--- src/rtl/mem_port_arbiter.sv ---
// Two-port arbiter sharing a single-ported synchronous-read memory between
// instruction fetch and data load/store, with round-robin tie breaking.
module mem_port_arbiter #(
  parameter int unsigned ADDR_W = 6,
  parameter int unsigned DATA_W = 16,
  parameter int unsigned RD_LAT = 1
) (
  input  logic              Clock,
  input  logic              Reset,
  input  logic              i_req,
  input  logic [ADDR_W-1:0] i_addr,
  output logic              i_ack,
  output logic [DATA_W-1:0] i_rdata,
  input  logic              d_req,
  input  logic              d_we,
  input  logic [ADDR_W-1:0] d_addr,
  input  logic [DATA_W-1:0] d_wdata,
  output logic              d_ack,
  output logic [DATA_W-1:0] d_rdata,
  output logic [ADDR_W-1:0] mem_addr,
  output logic [DATA_W-1:0] mem_data,
  output logic              mem_wr_en,
  input  logic [DATA_W-1:0] mem_q,
  output logic              busy
);

  typedef enum logic [1:0] {S_IDLE, S_ACCESS, S_WAIT, S_RESP} state_t;
  typedef enum logic {GNT_I, GNT_D} grant_t;

  localparam logic [2:0] LAT = 3'(RD_LAT);

  state_t              state_q, state_d;
  grant_t              gnt_q, gnt_d;
  logic [ADDR_W-1:0]   addr_q, addr_d;
  logic [DATA_W-1:0]   wdata_q, wdata_d;
  logic                we_q, we_d;
  logic [2:0]          cnt_q, cnt_d;
  logic [DATA_W-1:0]   i_rdata_q, i_rdata_d;
  logic [DATA_W-1:0]   d_rdata_q, d_rdata_d;

  always_comb begin
    state_d   = state_q;
    gnt_d     = gnt_q;
    addr_d    = addr_q;
    wdata_d   = wdata_q;
    we_d      = we_q;
    cnt_d     = cnt_q;
    i_rdata_d = i_rdata_q;
    d_rdata_d = d_rdata_q;
    unique case (state_q)
      S_IDLE: begin
        // Instruction wins when alone, or on a tie when data was served last.
        if (i_req && (!d_req || gnt_q == GNT_D)) begin
          gnt_d   = GNT_I;
          addr_d  = i_addr;
          we_d    = 1'b0;
          state_d = S_ACCESS;
        end else if (d_req) begin
          gnt_d   = GNT_D;
          addr_d  = d_addr;
          wdata_d = d_wdata;
          we_d    = d_we;
          state_d = S_ACCESS;
        end
      end
      S_ACCESS: begin
        if (we_q) begin
          state_d = S_RESP;
        end else begin
          cnt_d   = LAT;
          state_d = S_WAIT;
        end
      end
      S_WAIT: begin
        cnt_d = 3'(cnt_q - 3'd1);
        if (cnt_q == 3'd1) begin
          if (gnt_q == GNT_I) i_rdata_d = mem_q;
          else                d_rdata_d = mem_q;
          state_d = S_RESP;
        end
      end
      S_RESP: state_d = S_IDLE;
      default: state_d = S_IDLE;
    endcase
  end

  always_ff @(posedge Clock) begin
    if (Reset) begin
      state_q   <= S_IDLE;
      gnt_q     <= GNT_D;
      addr_q    <= '0;
      wdata_q   <= '0;
      we_q      <= 1'b0;
      cnt_q     <= '0;
      i_rdata_q <= '0;
      d_rdata_q <= '0;
    end else begin
      state_q   <= state_d;
      gnt_q     <= gnt_d;
      addr_q    <= addr_d;
      wdata_q   <= wdata_d;
      we_q      <= we_d;
      cnt_q     <= cnt_d;
      i_rdata_q <= i_rdata_d;
      d_rdata_q <= d_rdata_d;
    end
  end

  // Reset gates the write strobe so a store aborted in its ACCESS cycle never lands.
  assign mem_wr_en = (state_q == S_ACCESS) && we_q && !Reset;
  assign mem_addr  = addr_q;
  assign mem_data  = wdata_q;
  assign i_ack     = (state_q == S_RESP) && (gnt_q == GNT_I);
  assign d_ack     = (state_q == S_RESP) && (gnt_q == GNT_D);
  assign i_rdata   = i_rdata_q;
  assign d_rdata   = d_rdata_q;
  assign busy      = (state_q != S_IDLE);

endmodule

--- config.mk ---
export PLATFORM = sky130hd
export DESIGN_NAME = mem_port_arbiter
export DESIGN_NICKNAME = d
export VERILOG_FILES = /design/src/rtl/mem_port_arbiter.sv
export SDC_FILE = /design/constraint.sdc
export NUM_CORES = 1
export LEC_CHECK = 0
export ABC_AREA = 1
export CAP_MARGIN = 20
export CORE_UTILIZATION = 25
export CTS_CLUSTER_SIZE = 8
export DETAILED_ROUTE_END_ITERATION = 6
export PLACE_DENSITY = 0.57
export SETUP_SLACK_MARGIN = 0.4
export SYNTH_ARGS = -nofsm -noshare
export SYNTH_HDL_FRONTEND = slang
export SYNTH_SLANG_ARGS = --single-unit
--- constraint.sdc ---
create_clock -name Clock -period 4.45 [get_ports Clock]
set_clock_uncertainty 0.2 [all_clocks]
set_input_delay 0.89 -clock Clock [delete_from_list [all_inputs] [get_ports Clock]]
set_output_delay 0.89 -clock Clock [all_outputs]
set_load 0.005 [all_outputs]
==> results.py, run 1 <==
metrics = {
    "outcome": {
        "status": "complete, no violations",
    },
    "clock_tree": {
        "cts_resized": 0,
        "clock_path_buffers": 2,
        "clkSinkCount": 61,
        "postCtsSetupRepairBufs": 0,
        "htreeDepth": 3,
        "worstSkewPairLatency_ns": 0.33,
        "cts_tree": "built",
        "clock-root-buffer": "clkbuf_8",
        "cts.clk_slew.worst_paths_ns": 0.07,
        "hold_buffers": 0,
        "cts_buffers": 9,
    },
    "critical_path": {
        "r2r_setup_slack_ns": 2.22,
        "r2r-start": "state_q[0]",
        "rr_endpoint": "i_rdata[15]",
        "cp_slowest_cell": "clkdlybuf4s50_1",
        "path_cells": "clkdlybuf4s50_1 -> buf_4 -> nor2_1 -> clkdlybuf4s50_1",
        "crit_top_cell": "clkdlybuf4s50_1",
        "critPathArrivalTime_ns": 2.12,
        "critPathBufInv": 3,
        "path_max_fanout": 21,
        "cp-start-kind": "primary input",
        "critPathTopFamily": "buffers and inverters",
        "critPathKind": "primary input to primary output",
        "end_kind": "primary output",
        "required_ns": 3.36,
        "slowest_delay_ns": 0.50,
        "r2r_cells": 5,
    },
    "synthesis": {
        "ys_types": 20,
        "yosysTopAreaCellShare": 0.488,
        "synth_common_cells": "61 x dfxtp_1, 55 x a21oi_1, 53 x nand2_1",
        "ys_warn_count": 0,
        "synth_area_leaders": "dfxtp_1 49%, a21oi_1 11%, nand2_1 8.0%, inv_1 7.4%, o21ai_0 6.6%",
        "async_reset_ff_frac": 0,
        "synthAdderAreaFrac": 0.0300,
        "synthSimpleGateAreaFrac": 0.188,
        "synth_mux_area_frac": 0,
        "netlist_instances": 331,
        "synth_enable_flop_cells": 0,
        "yosys.area.top_type": "dfxtp_1",
        "yosys.area_share.xor_xnor": 0.00350,
        "synth_nets": 386,
        "synth_area_per_cell_sq_um": 7.56,
        "yosysMostFrequentCell": "dfxtp_1",
        "ys_ff_latch": 61,
        "ys.flop_type": "dfxtp_1",
        "synth_top_family_by_area": "simple AND/OR/NAND/NOR gates",
        "synth-compound-area-share": 0.178,
        "synth_area_sq_um": 2500,
        "ys_seq_area_frac": 0.488,
    },
    "floorplan": {
        "ios": 107,
        "start_util": 0.257,
        "die_w_um": 102,
        "die_h_um": 102,
        "rows": 36,
        "dieArea_sq_um": 10400,
        "core_area_sq_um": 9730,
    },
    "power_and_ir_drop": {
        "p_sw_mw": 0.562,
        "p_leak_nw": 1.45,
        "clkPwrFrac": 0.254,
        "p_sw_frac": 0.332,
        "p_comb_frac": 0.340,
        "power_frac_seq": 0.407,
        "ir_drop_mv": 0.144,
        "power_density_nw_per_um2": 441,
        "p_int_mw": 1.13,
    },
    "final_layout": {
        "fin_cells": 571,
        "fill_cells": 1044,
        "area_growth_syn_to_layout_pct": 53.3,
        "drive_gt1_frac": 0.0616,
        "multiInputGateArea_sq_um": 998,
        "final-seq-area_sq_um": 1220,
        "nets": 489,
        "n_antenna_cell": 0,
    },
    "route": {
        "wirelength_mm": 6.66,
        "vias": 2460,
        "routedWlPerCell_um": 11.7,
        "via_per_inst": 4.31,
        "ant_nets": 0,
        "drc": 0,
        "drtIter0Drc": 80,
        "drt-pass1-iter-count": 6,
    },
    "worst_hold_path": {
        "hp-start": "i_rdata[11]",
        "hold_path_class": "flip-flop to flip-flop",
        "hold_depth": 2,
        "holdPathEnd": "i_rdata[11]",
    },
    "flow_run": {
        "maxCapViolCount": 0,
    },
    "timing": {
        "hold_viol_final": 0,
        "relSlewSlack": 0.513,
        "fin_setup_tns_ns": 0,
        "fin_crit_sh": 0.722,
        "tightestPinTransition_ns": 0.729,
        "clock.fmax_ghz": 0.311,
        "fin_crit_ns": 3.21,
        "rsz0062_at_grt": "false",
        "report.final.slew_viol_count": 0,
        "setup_violations": 0,
    },
    "placement": {
        "hpwl_mm": 4.64,
        "port_buffers": 106,
        "place_inst": 556,
        "routabilityCongestion": 0.711,
    },
    "global_routing": {
        "grt-ovfl-total": 0,
        "grt_antenna_before_repair": 0,
        "grt_first_pass_wirelength_mm": 10.6,
        "grt_pass1_vias": 2321,
        "grtUsageTotal": 0.131,
        "grt_max_degree": 33,
    },
}
power by group through the flow:
stage | Sequential (mW) | Clock, mW | Combinational (mW)
after CTS | 0.689 | 0.450 | 0.580
after detailed placement | 0.700 | 0 | 0.577
final | 0.688 | 0.429 | 0.575
after floorplan | 0.699 | 0 | 0.326
after global placement | 0.697 | 0 | 0.567
after global routing | 0.698 | 0.468 | 0.650
how the worst max path moves through the flow:
stage          cells past startpoint  slack (ns)        end  startpoint
2_1_floorplan                      2        2.13  mem_wr_en       Reset
3_3_place_gp                       4        1.22  mem_wr_en       Reset
3_5_place_dp                       4        1.22  mem_wr_en       Reset
4_1_cts                            4        1.21  mem_wr_en       Reset
5_1_grt                            4        1.18  mem_wr_en       Reset
6_report                           4        1.24  mem_wr_en       Reset
cell families after synthesis:
kind of cell	Yosys count
buf+inv	69
flops	61
fa+ha+maj	6
xor+xnor	1
simple gates	105
compound gates	89
cells in the final DEF, fill, tap and decap left out:
master / n
dfxtp_1: 61
nand2_1: 53
inv_2: 2
o21ai_0: 33
nand3_1: 28
nand4_1: 1
nand4_2: 1
xor2_1: 1
nand2_4: 2
or2_2: 1
buf_4: 4
clkbuf_1: 1
clkdlybuf4s50_1: 106
inv_1: 49
ha_1: 6
o21ai_1: 1
a21oi_1: 55
nor2_1: 15
clkinv_2: 2
nand3b_1: 1
clkbuf_8: 10
nand2_2: 3
clkinvlp_4: 2
sequential cells by signal, summed over array words and instances, names as in the netlist:
name / cells
d_rdata: 16
mem_data: 16
cnt_q: 3
mem_addr: 6
gnt_q: 1
state_q: 2
we_q: 1
i_rdata: 16
worst reg2reg max path: cells and delay by family (launching register included):
family                     cells  cell delay, ns
and+or+nand+nor                1            0.62
AOI/OAI and AO/OA              2            0.49
buffers and inverters          1            0.14
adders and majority gates      1            0.32
DFF                            1            0.34
area by class of cell:
class / instances / share of cell area
clock buffers: 11 / 0.0369
clock inverters: 4 / 0.00653
repair buffers: 110 / 0.285
flip-flops and latches: 61 / 0.318
well taps: 133 / 0.0434
multi-input cells: 201 / 0.260
inverters: 51 / 0.0499
stage by stage:
step | instance area [sq um] | worst slack [ns] | utilization | hold slack [ns] | power (mW)
2_1_floorplan | 2500 | 2.13 | - | 0.240 | 1.03
3_3_place_gp | 3670 | 1.22 | 0.377 | 0.231 | 1.26
3_5_place_dp | 3670 | 1.22 | 0.377 | 0.236 | 1.28
4_1_cts | 3830 | 1.21 | 0.394 | 0.246 | 1.72
5_1_grt | 3830 | 1.18 | 0.394 | 0.261 | 1.82
6_report | 3830 | 1.24 | 0.394 | 0.243 | 1.69
layer usage:
layer	global-route usage	vias up	share of wire	wire [um]
li1	-	1261	-	-
met1	0.151	1106	0.46	3070
met2	0.226	87	0.44	2950
met3	0.0451	6	0.084	560
met4	0.0462	0	0.011	76
met5	0	-	0	0
(Power assumes the default switching activity.)
==> inputs of run 2 (changes only) <==
- clock period: 4.45 -> 3.1 ns (I/O delays scaled with it)
==> run 2 against run 1 <==
Net effect: cell count is 0.18% higher; highest routed layer unchanged; clock power is 65% higher; flip-flop and latch count stayed put; sequential power is 43% higher; hold slack hardly changed; worst setup slack worse by 0.62 ns; combinational power is 43% higher.
==> results.py, run 2 (synthesized netlist as in run 1, its figures left out) <==
metrics = {
    "floorplan": {
        "rows": 36,
        "dieArea_sq_um": 10400,
        "die_w_um": 102,
        "start_util": 0.257,
        "die_h_um": 102,
        "ios": 107,
        "core_area_sq_um": 9730,
    },
    "final_layout": {
        "area_growth_syn_to_layout_pct": 54.9,
        "final_cell_area_sq_um": 3870,
        "n_antenna_cell": 0,
        "fin_util": 0.398,
        "layout_common_cells": "106 x clkdlybuf4s50_1, 61 x dfxtp_1, 55 x a21oi_1",
        "layout.cells.most_common": "clkdlybuf4s50_1",
        "drive_gt1_frac": 0.0661,
        "nets": 490,
    },
    "critical_path": {
        "crit_path_start": "state_q[1]",
        "required_ns": 2.28,
        "critPathBufInv": 2,
        "rr_endpoint": "i_rdata[4]",
        "r2r_cells": 5,
        "critPathTopFamily": "buffers and inverters",
        "critPathKind": "flip-flop to primary output",
        "r2r-start": "state_q[0]",
        "path_cells": "inv_1 -> ha_1 -> nand2_1 -> nor2_1 -> clkdlybuf4s50_1",
        "slowest_delay_ns": 0.51,
        "r2r_setup_slack_ns": 0.97,
        "cp_slowest_cell": "clkdlybuf4s50_1",
        "cp-start-kind": "flip-flop",
        "path_max_fanout": 5,
        "end_kind": "primary output",
        "critPathArrivalTime_ns": 1.66,
    },
    "clock_tree": {
        "htreeDepth": 3,
        "cts_buffers": 9,
        "clock-root-buffer": "clkbuf_8",
        "cts_tree": "built",
        "postCtsSetupRepairBufs": 0,
        "cts_resized": 0,
        "clock_path_buffers": 2,
        "worstSkewPairLatency_ns": 0.33,
        "cts.clk_slew.worst_paths_ns": 0.07,
        "clkSinkCount": 61,
        "hold_buffers": 0,
    },
    "placement": {
        "dp_slack_ns": 0.618,
        "port_buffers": 106,
        "hpwl_mm": 4.59,
        "placed_cell_area_sq_um": 3680,
        "routabilityCongestion": 0.703,
    },
    "global_routing": {
        "grt_antenna_before_repair": 0,
        "grt_first_pass_wirelength_mm": 10.5,
        "grt_max_degree": 43,
        "grt-ovfl-total": 0,
        "grtUsageTotal": 0.132,
        "grt_pass1_vias": 2361,
    },
    "timing": {
        "report.final.slew_viol_count": 0,
        "clock.fmax_ghz": 0.403,
        "fin_crit_sh": 0.801,
        "setup_slack_ns": 0.617,
        "fin_setup_tns_ns": 0,
        "hold_viol_final": 0,
        "fin_crit_ns": 2.48,
        "rsz0062_at_grt": "false",
        "setup_violations": 0,
        "tightestPinTransition_ns": 0.692,
        "relSlewSlack": 0.538,
    },
    "worst_hold_path": {
        "hold_path_class": "flip-flop to flip-flop",
        "hp-start": "i_rdata[13]",
        "hold_depth": 2,
        "holdPathEnd": "i_rdata[13]",
    },
    "power_and_ir_drop": {
        "p_leak_nw": 1.48,
        "power_density_nw_per_um2": 650,
        "power_mw": 2.52,
        "ir_drop_mv": 0.289,
    },
    "route": {
        "via_per_inst": 4.31,
        "drtIter0Drc": 66,
        "drc": 0,
        "wirelength_mm": 6.52,
        "routedWlPerCell_um": 11.4,
        "vias": 2467,
        "ant_nets": 0,
        "drt-pass1-iter-count": 4,
    },
    "outcome": {
        "status": "complete, no violations",
    },
    "flow_run": {
        "maxCapViolCount": 0,
    },
}
==> run 2: cell count changes in the layout (fill, tap and decap cells not counted) <==
cell	previous run	this run
buf_4	4	5
clkbuf_1	1	0
clkinvlp_4	2	1
clkbuf_8	10	11
bufinv_16	0	1
==> run 2: worst max path at each step <==
stage,end,depth (start not counted)
after global routing,mem_wr_en,5
final,mem_wr_en,5
after detailed placement,mem_wr_en,3
after floorplan,mem_wr_en,2
after global placement,mem_wr_en,3
after CTS,mem_wr_en,5
==> run 2: layout make-up <==
class | instances | area (sq um)
Clock buffer | 11 | 151
Clock inverter | 4 | 47.5
Fill cell | 1042 | 5850
Inverter | 51 | 191
Multi-Input combinational cell | 201 | 998
Sequential cell | 61 | 1220
Tap cell | 133 | 166
Timing Repair Buffer | 111 | 1100
==> run 2: per-stage QoR <==
step                hold slack, ns  instances
finish                       0.243        572
global route                 0.264        572
CTS                          0.246        572
detailed placement           0.236        557
global placement             0.232        557
floorplan                    0.240        331
==> run 2: where the power goes <==
group | switching (mW) | leakage (nW) | internal (mW)
sequential | 0.0752 | 0.496 | 0.911
clock | 0.301 | 0.101 | 0.408
combinational | 0.413 | 0.879 | 0.410
total | 0.789 | 1.48 | 1.73
==> run 2: worst min-delay path: stages (launching register included) <==
cell     delay [ns]
dfxtp_1        0.31
inv_1          0.04
a21oi_1        0.05
==> run 2: metal layers <==
| metal | global-route usage | share of wire | wire [um] | up-vias |
|---|---|---|---|---|
| met2 | 0.215 | 0.44 | 2890 | 93 |
| met1 | 0.149 | 0.46 | 2980 | 1099 |
| li1 | - | - | - | 1267 |
| met3 | 0.0534 | 0.082 | 536 | 8 |
| met4 | 0.0659 | 0.017 | 112 | 0 |
| met5 | 0 | 0 | 0 | - |
==> inputs of run 3 (changes only) <==
- PLACE_DENSITY: 0.57 -> 0.59
- clock period: 3.1 -> 2 ns (I/O delays scaled with it)
==> run 3 against run 2 <==
Net effect: final area increased by 22%; sequential share of layout area shrank 5.3 points; largest power group is now combinational logic; clock-buffer cell count grew 1; flip-flop and latch count did not move; critical endpoint unchanged.
==> results.py, run 3 (synthesized netlist as in run 1, its figures left out) <==
metrics = {
    "placement": {
        "hpwl_mm": 4.51,
        "placed_cell_area_sq_um": 3760,
        "place_inst": 561,
        "routabilityCongestion": 0.754,
        "port_buffers": 106,
    },
    "final_layout": {
        "layout_common_cells": "54 x dlygate4sd2_1, 53 x dfxtp_1, 50 x nand2_1",
        "layout.cells.most_common": "dlygate4sd2_1",
        "drive_gt1_frac": 0.331,
        "multiInputGateArea_sq_um": 1460,
        "fill_cells": 946,
        "final_cell_area_sq_um": 4720,
        "final-seq-area_sq_um": 1240,
        "area_growth_syn_to_layout_pct": 88.7,
        "nets": 519,
        "fin_cells": 601,
        "n_antenna_cell": 0,
    },
    "timing": {
        "report.final.slew_viol_count": 0,
        "hold_viol_final": 0,
        "setup_violations": 0,
        "clock.fmax_ghz": 0.554,
        "fin_crit_sh": 0.902,
        "fin_crit_ns": 1.80,
        "hold_ws_ns": 0.240,
        "tightestPinTransition_ns": 0.311,
        "rsz0062_at_grt": "true",
        "relSlewSlack": 0.793,
    },
    "route": {
        "routedWlPerCell_um": 14.3,
        "via_per_inst": 4.52,
        "vias": 2717,
        "wirelength_mm": 8.61,
        "drtIter0Drc": 75,
        "ant_nets": 0,
        "drc": 0,
        "drt-pass1-iter-count": 4,
    },
    "global_routing": {
        "grt_first_pass_wirelength_mm": 12.9,
        "grt_max_degree": 43,
        "grtUsageTotal": 0.166,
        "grt_antenna_before_repair": 0,
        "grt-ovfl-total": 0,
        "grt_pass1_vias": 2568,
    },
    "power_and_ir_drop": {
        "p_leak_nw": 2.04,
        "power_mw": 4.69,
        "power_density_nw_per_um2": 994,
        "ir_drop_mv": 0.436,
    },
    "floorplan": {
        "dieArea_sq_um": 10400,
        "die_w_um": 102,
        "die_h_um": 102,
        "ios": 107,
        "rows": 36,
        "core_area_sq_um": 9730,
        "start_util": 0.257,
    },
    "clock_tree": {
        "clock-root-buffer": "clkbuf_8",
        "clkSinkCount": 61,
        "cts_tree": "built",
        "cts_buffers": 9,
        "cts.clk_slew.worst_paths_ns": 0.07,
        "hold_buffers": 0,
        "worstSkewPairLatency_ns": 0.34,
        "htreeDepth": 3,
        "clock_path_buffers": 2,
    },
    "critical_path": {
        "path_max_fanout": 3,
        "slowest_delay_ns": 0.37,
        "critPathArrivalTime_ns": 1.20,
        "path_cells": "buf_12 -> ha_4 -> nand2_4 -> nor2_1 -> buf_2",
        "critPathTopFamily": "flip-flops",
        "r2r_setup_slack_ns": 0.22,
        "critPathBufInv": 2,
        "required_ns": 1.40,
        "r2r-start": "state_q[0]",
        "end_kind": "primary output",
        "rr_endpoint": "i_rdata[10]",
        "critPathKind": "flip-flop to primary output",
        "cp-start-kind": "flip-flop",
        "r2r_cells": 9,
        "cp_slowest_cell": "dfxtp_4",
    },
    "flow_run": {
        "maxCapViolCount": 0,
    },
    "outcome": {
        "status": "complete, no violations",
    },
    "worst_hold_path": {
        "hold_path_class": "flip-flop to flip-flop",
        "holdPathEnd": "d_rdata[15]",
        "hp-start": "d_rdata[15]",
        "hold_depth": 2,
    },
}
run 3: worst min-delay path: cells and delay by family (launching register included):
| kind | cells | cell delay (ns) |
|---|---|---|
| DFF | 1 | 0.31 |
| AOI/OAI and AO/OA | 1 | 0.05 |
| buffers and inverters | 1 | 0.04 |
run 3: worst max-delay path by stage:
stage / start / endpoint / slack [ns] / cells past startpoint
2_1_floorplan: state_q[0] / d_rdata[10] / 0.46 / 5
5_1_grt: state_q[0] / d_rdata[4] / 0.14 / 9
6_report: state_q[0] / mem_wr_en / 0.20 / 5
3_5_place_dp: Reset / mem_wr_en / -0.04 / 3
4_1_cts: state_q[0] / mem_wr_en / 0.18 / 5
3_3_place_gp: Reset / mem_wr_en / -0.05 / 3
run 3: through the flow:
step / setup slack, ns / utilization / setup TNS (ns)
global placement: -0.0503 / 0.386 / -0.0503
detailed placement: -0.0359 / 0.386 / -0.0359
global route: 0.140 / 0.485 / 0
floorplan: 0.455 / - / 0
CTS: 0.176 / 0.453 / 0
finish: 0.195 / 0.485 / 0
run 3: metal layers:
metal | track usage | vias to the layer above | part of all wire
met2 | 0.291 | 87 | 0.51
li1 | - | 1339 | -
met4 | 0.0615 | 0 | 0.010
met1 | 0.186 | 1281 | 0.40
met5 | 0 | - | 0
met3 | 0.0568 | 10 | 0.078
run 3: area by class of cell:
| class | count | area share |
|---|---|---|
| multi-input combinational | 203 | 0.309 |
| tap | 133 | 0.0353 |
| sequential | 61 | 0.262 |
| clock inverter | 3 | 0.00424 |
| timing repair buffer | 138 | 0.311 |
| inverter | 51 | 0.0443 |
| clock buffer | 12 | 0.0350 |
run 3: report_power, final:
part / leakage [nW] / total [mW] / internal, mW / switching [mW]
sequential: 0.500 / 1.55 / 1.43 / 0.119
clock: 0.0905 / 1.05 / 0.542 / 0.504
combinational: 1.44 / 2.10 / 1.05 / 1.05
total: 2.04 / 4.69 / 3.02 / 1.67
run 3: repair_timing:
item,in CTS,in global routing
setup buffers,12,3
pin swaps,10,35
hold endpoints to repair,0,0
resized for setup,167,69
cloned,8,2
endpoints found under the setup margin,109,65
==> edit 1, RTL diff (settings of run 2) <==
Change the parameter `ADDR_W` from 6 to 4.
--- a/src/rtl/mem_port_arbiter.sv
+++ b/src/rtl/mem_port_arbiter.sv
@@ -2,5 +2,5 @@
 // instruction fetch and data load/store, with round-robin tie breaking.
 module mem_port_arbiter #(
-  parameter int unsigned ADDR_W = 6,
+  parameter int unsigned ADDR_W = 4,
   parameter int unsigned DATA_W = 16,
   parameter int unsigned RD_LAT = 1
Ports: changed (resized d_addr, i_addr and mem_addr); port bits go from 107 to 101. The function was not compared with the original's and may differ.
==> edit 1 against run 2 <==
- total power down 10%
- sequential share of layout area up 1.0 points
- cell area down 6.3%
- largest cell class unchanged
- global-route usage down 0.39 points
- sequential cell count down 2
- highest routed layer unchanged
- worst setup slack worse by 0.032 ns
- synthesized area down 4.6%
- routed wire length down 7.3%
==> edit 1: results <==
[synthesis]
async_flop_share = 0
seq_area_frac_synth = 0.495
synth-compound-area-share = 0.187
yosys.cell_types.count = 22
synth.cell_area_um2 = 2390
synth_commonest_cells = dfxtp_1, a21oi_1, inv_1, nand2_1, o21ai_0
ys_ff_latch = 59
synth_area_leaders = dfxtp_1, a21oi_1, inv_1, nand2_1, o21ai_0
synth-adder-area-share = 0.0315
avgSynthCellArea_um2 = 7.67
synth_xor_xnor_area_share = 0.00367

[final_layout]
sh_seq_area = 0.325
n_clock_buffer = 10
finalNonFillerCells = 540
fin_nets = 459
seq_area_um2 = 1180
nonClockBufferCount = 102
multi_input_cells = 187
layout-drive-gt1-share = 0.0584
multi_input_area_share = 0.259
buf_share = 0.280
nNonClkInverters = 49
fillers = 969

[placement]
placed_area_um2 = 3480
place_ws_ns = 0.572
routabilityCongestion = 0.714
io_buffers = 100
dp_cells = 526
hpwl_um = 4210

[hold_path]
hold_end = d_rdata[11]
holdCritStartpoint = d_rdata[11]

[clock_network]
cts_buffers = 9

[detailed_routing]
wl_met2_um = 2560
drt-met1-wl_um = 2880
drt_iter0_drc = 107
via_count = 2242
wire_per_inst_um = 11.2

[power]
power.internal_mw = 1.52
comb_cell_power_mw = 0.757
clock_power_share = 0.247
power_density_nw_per_um2 = 623
p_leak_nw = 1.36
peakVddDrop_mv = 0.186

[global_route]
grt_pass1_vias = 2100
use_met1 = 0.167
grt_first_pass_wirelength_um = 10000
grt_max_degree = 41
grt_util_all_layers = 0.128
met3_usage = 0.0548
use_met2 = 0.190

[setup_path]
critPathArrivalTime_ns = 1.69
regToRegEndpoint = i_rdata[10]

[outcome]
status = complete, no violations

[timing]
whs_ns = 0.241
slew_headroom = 0.345
## edit 1: changes by cell type after synthesis, sizes merged
| cell | run 2 | this run |
|---|---|---|
| dfxtp | 61 | 59 |
| buf | 8 | 6 |
| nand3 | 28 | 26 |
| nor2 | 15 | 11 |
| nand2 | 58 | 50 |
| inv | 51 | 49 |
## edit 1: worst max-delay path by stage
| stage | start | endpoint | slack, ns | cells past startpoint |
|---|---|---|---|---|
| finish | state_q[0] | busy | 0.59 | 4 |
| global route | state_q[0] | busy | 0.44 | 4 |
| CTS | state_q[0] | busy | 0.57 | 4 |
| detailed placement | Reset | i_rdata[10] | 0.57 | 4 |
| global placement | Reset | mem_wr_en | 0.59 | 3 |
| floorplan | Reset | mem_wr_en | 1.32 | 2 |
## edit 1: worst max-delay path, cell delays in order (launching register included)
cell and delay (ns):
dfxtp_1 0.38, inv_1 0.10, ha_1 0.28, inv_1 0.08
clkdlybuf4s50_1 0.54
==> edit 2, RTL diff (settings of run 2) <==
Without the edit above. Re-encode `state_t` (4 states) as one-hot, 4 bits wide.
--- a/src/rtl/mem_port_arbiter.sv
+++ b/src/rtl/mem_port_arbiter.sv
@@ -25,5 +25,5 @@
 );
 
-  typedef enum logic [1:0] {S_IDLE, S_ACCESS, S_WAIT, S_RESP} state_t;
+  typedef enum logic [3:0] {S_IDLE = 4'b0001, S_ACCESS = 4'b0010, S_WAIT = 4'b0100, S_RESP = 4'b1000} state_t;
   typedef enum logic {GNT_I, GNT_D} grant_t;
 
Formal check against the unedited RTL: same outputs for any inputs over 10 cycles, from zero or initial values and one cycle with Reset high; not proved beyond that.
==> edit 2 against run 2 <==
- routed wire length is 3.4% higher
- worst setup slack worse by 0.015 ns
- sequential cell count grew 2
- non-clock buffer count decreased by 1
- die area is 2.3% higher
- sequential share of layout area up 0.77 points
- cell area rose by 0.81%
- synthesized area up 2.3%
- largest cell class unchanged
Power is not compared: it rests on default switching activity, and its combinational part moved more than twofold at a synthesized area within 25%.
==> edit 2: results <==
[outcome]
status = complete, no violations

[global_route]
use_met2 = 0.211
grt_first_pass_wirelength_um = 10900
use_met1 = 0.160
grt_pass1_vias = 2382

[synthesis]
synth-compound-area-share = 0.108
synth_commonest_cells = nor2_1, dfxtp_1, nand2_1, nand3_1
yosys.cell_types.count = 23
avgSynthCellArea_um2 = 7.55
synth_xor_xnor_area_share = 0.00342
synth-adder-area-share = 0.00978
seq_area_frac_synth = 0.493

[placement]
dp_cells = 566
routabilityCongestion = 0.706
placed_area_um2 = 3710
hpwl_um = 4650

[setup_path]
critPathMaxFanout = 4
regToRegEndpoint = i_rdata[15]
critPathArrivalTime_ns = 1.68
r2r-start = cnt_q[1]

[final_layout]
utilization = 0.396
multi_input_cells = 239
layout-drive-gt1-share = 0.0913
fin_nets = 495
buf_share = 0.279
multi_input_area_share = 0.284

[detailed_routing]
via_count = 2479
==> edit 2: changes by cell type after synthesis, moves of 3 or more <==
cell,run 2,this run
nor2_1,15,83
a21oi_1,55,20
inv_1,49,14
o21ai_0,33,12
o21ai_1,1,20
nand3_1,28,35
clkbuf_1,10,5
ha_1,6,2
buf_6,2,5
inv_2,2,5
nand2_1,53,50
==> edit 2: worst min-delay path by stage <==
stage | from | slack, ns | to
5_1_grt | mem_data[13] | 0.27 | mem_data[13]
3_3_place_gp | mem_data[6] | 0.25 | mem_data[6]
3_5_place_dp | mem_data[14] | 0.25 | mem_data[14]
2_1_floorplan | mem_data[0] | 0.25 | mem_data[0]
6_report | mem_data[13] | 0.26 | mem_data[13]
4_1_cts | mem_data[13] | 0.26 | mem_data[13]
==> edit 2: per-layer routing <==
layer	wire, um	up-vias
met5	0	-
met4	87	0
met3	650	11
met2	2760	89
met1	3240	1085
li1	-	1294
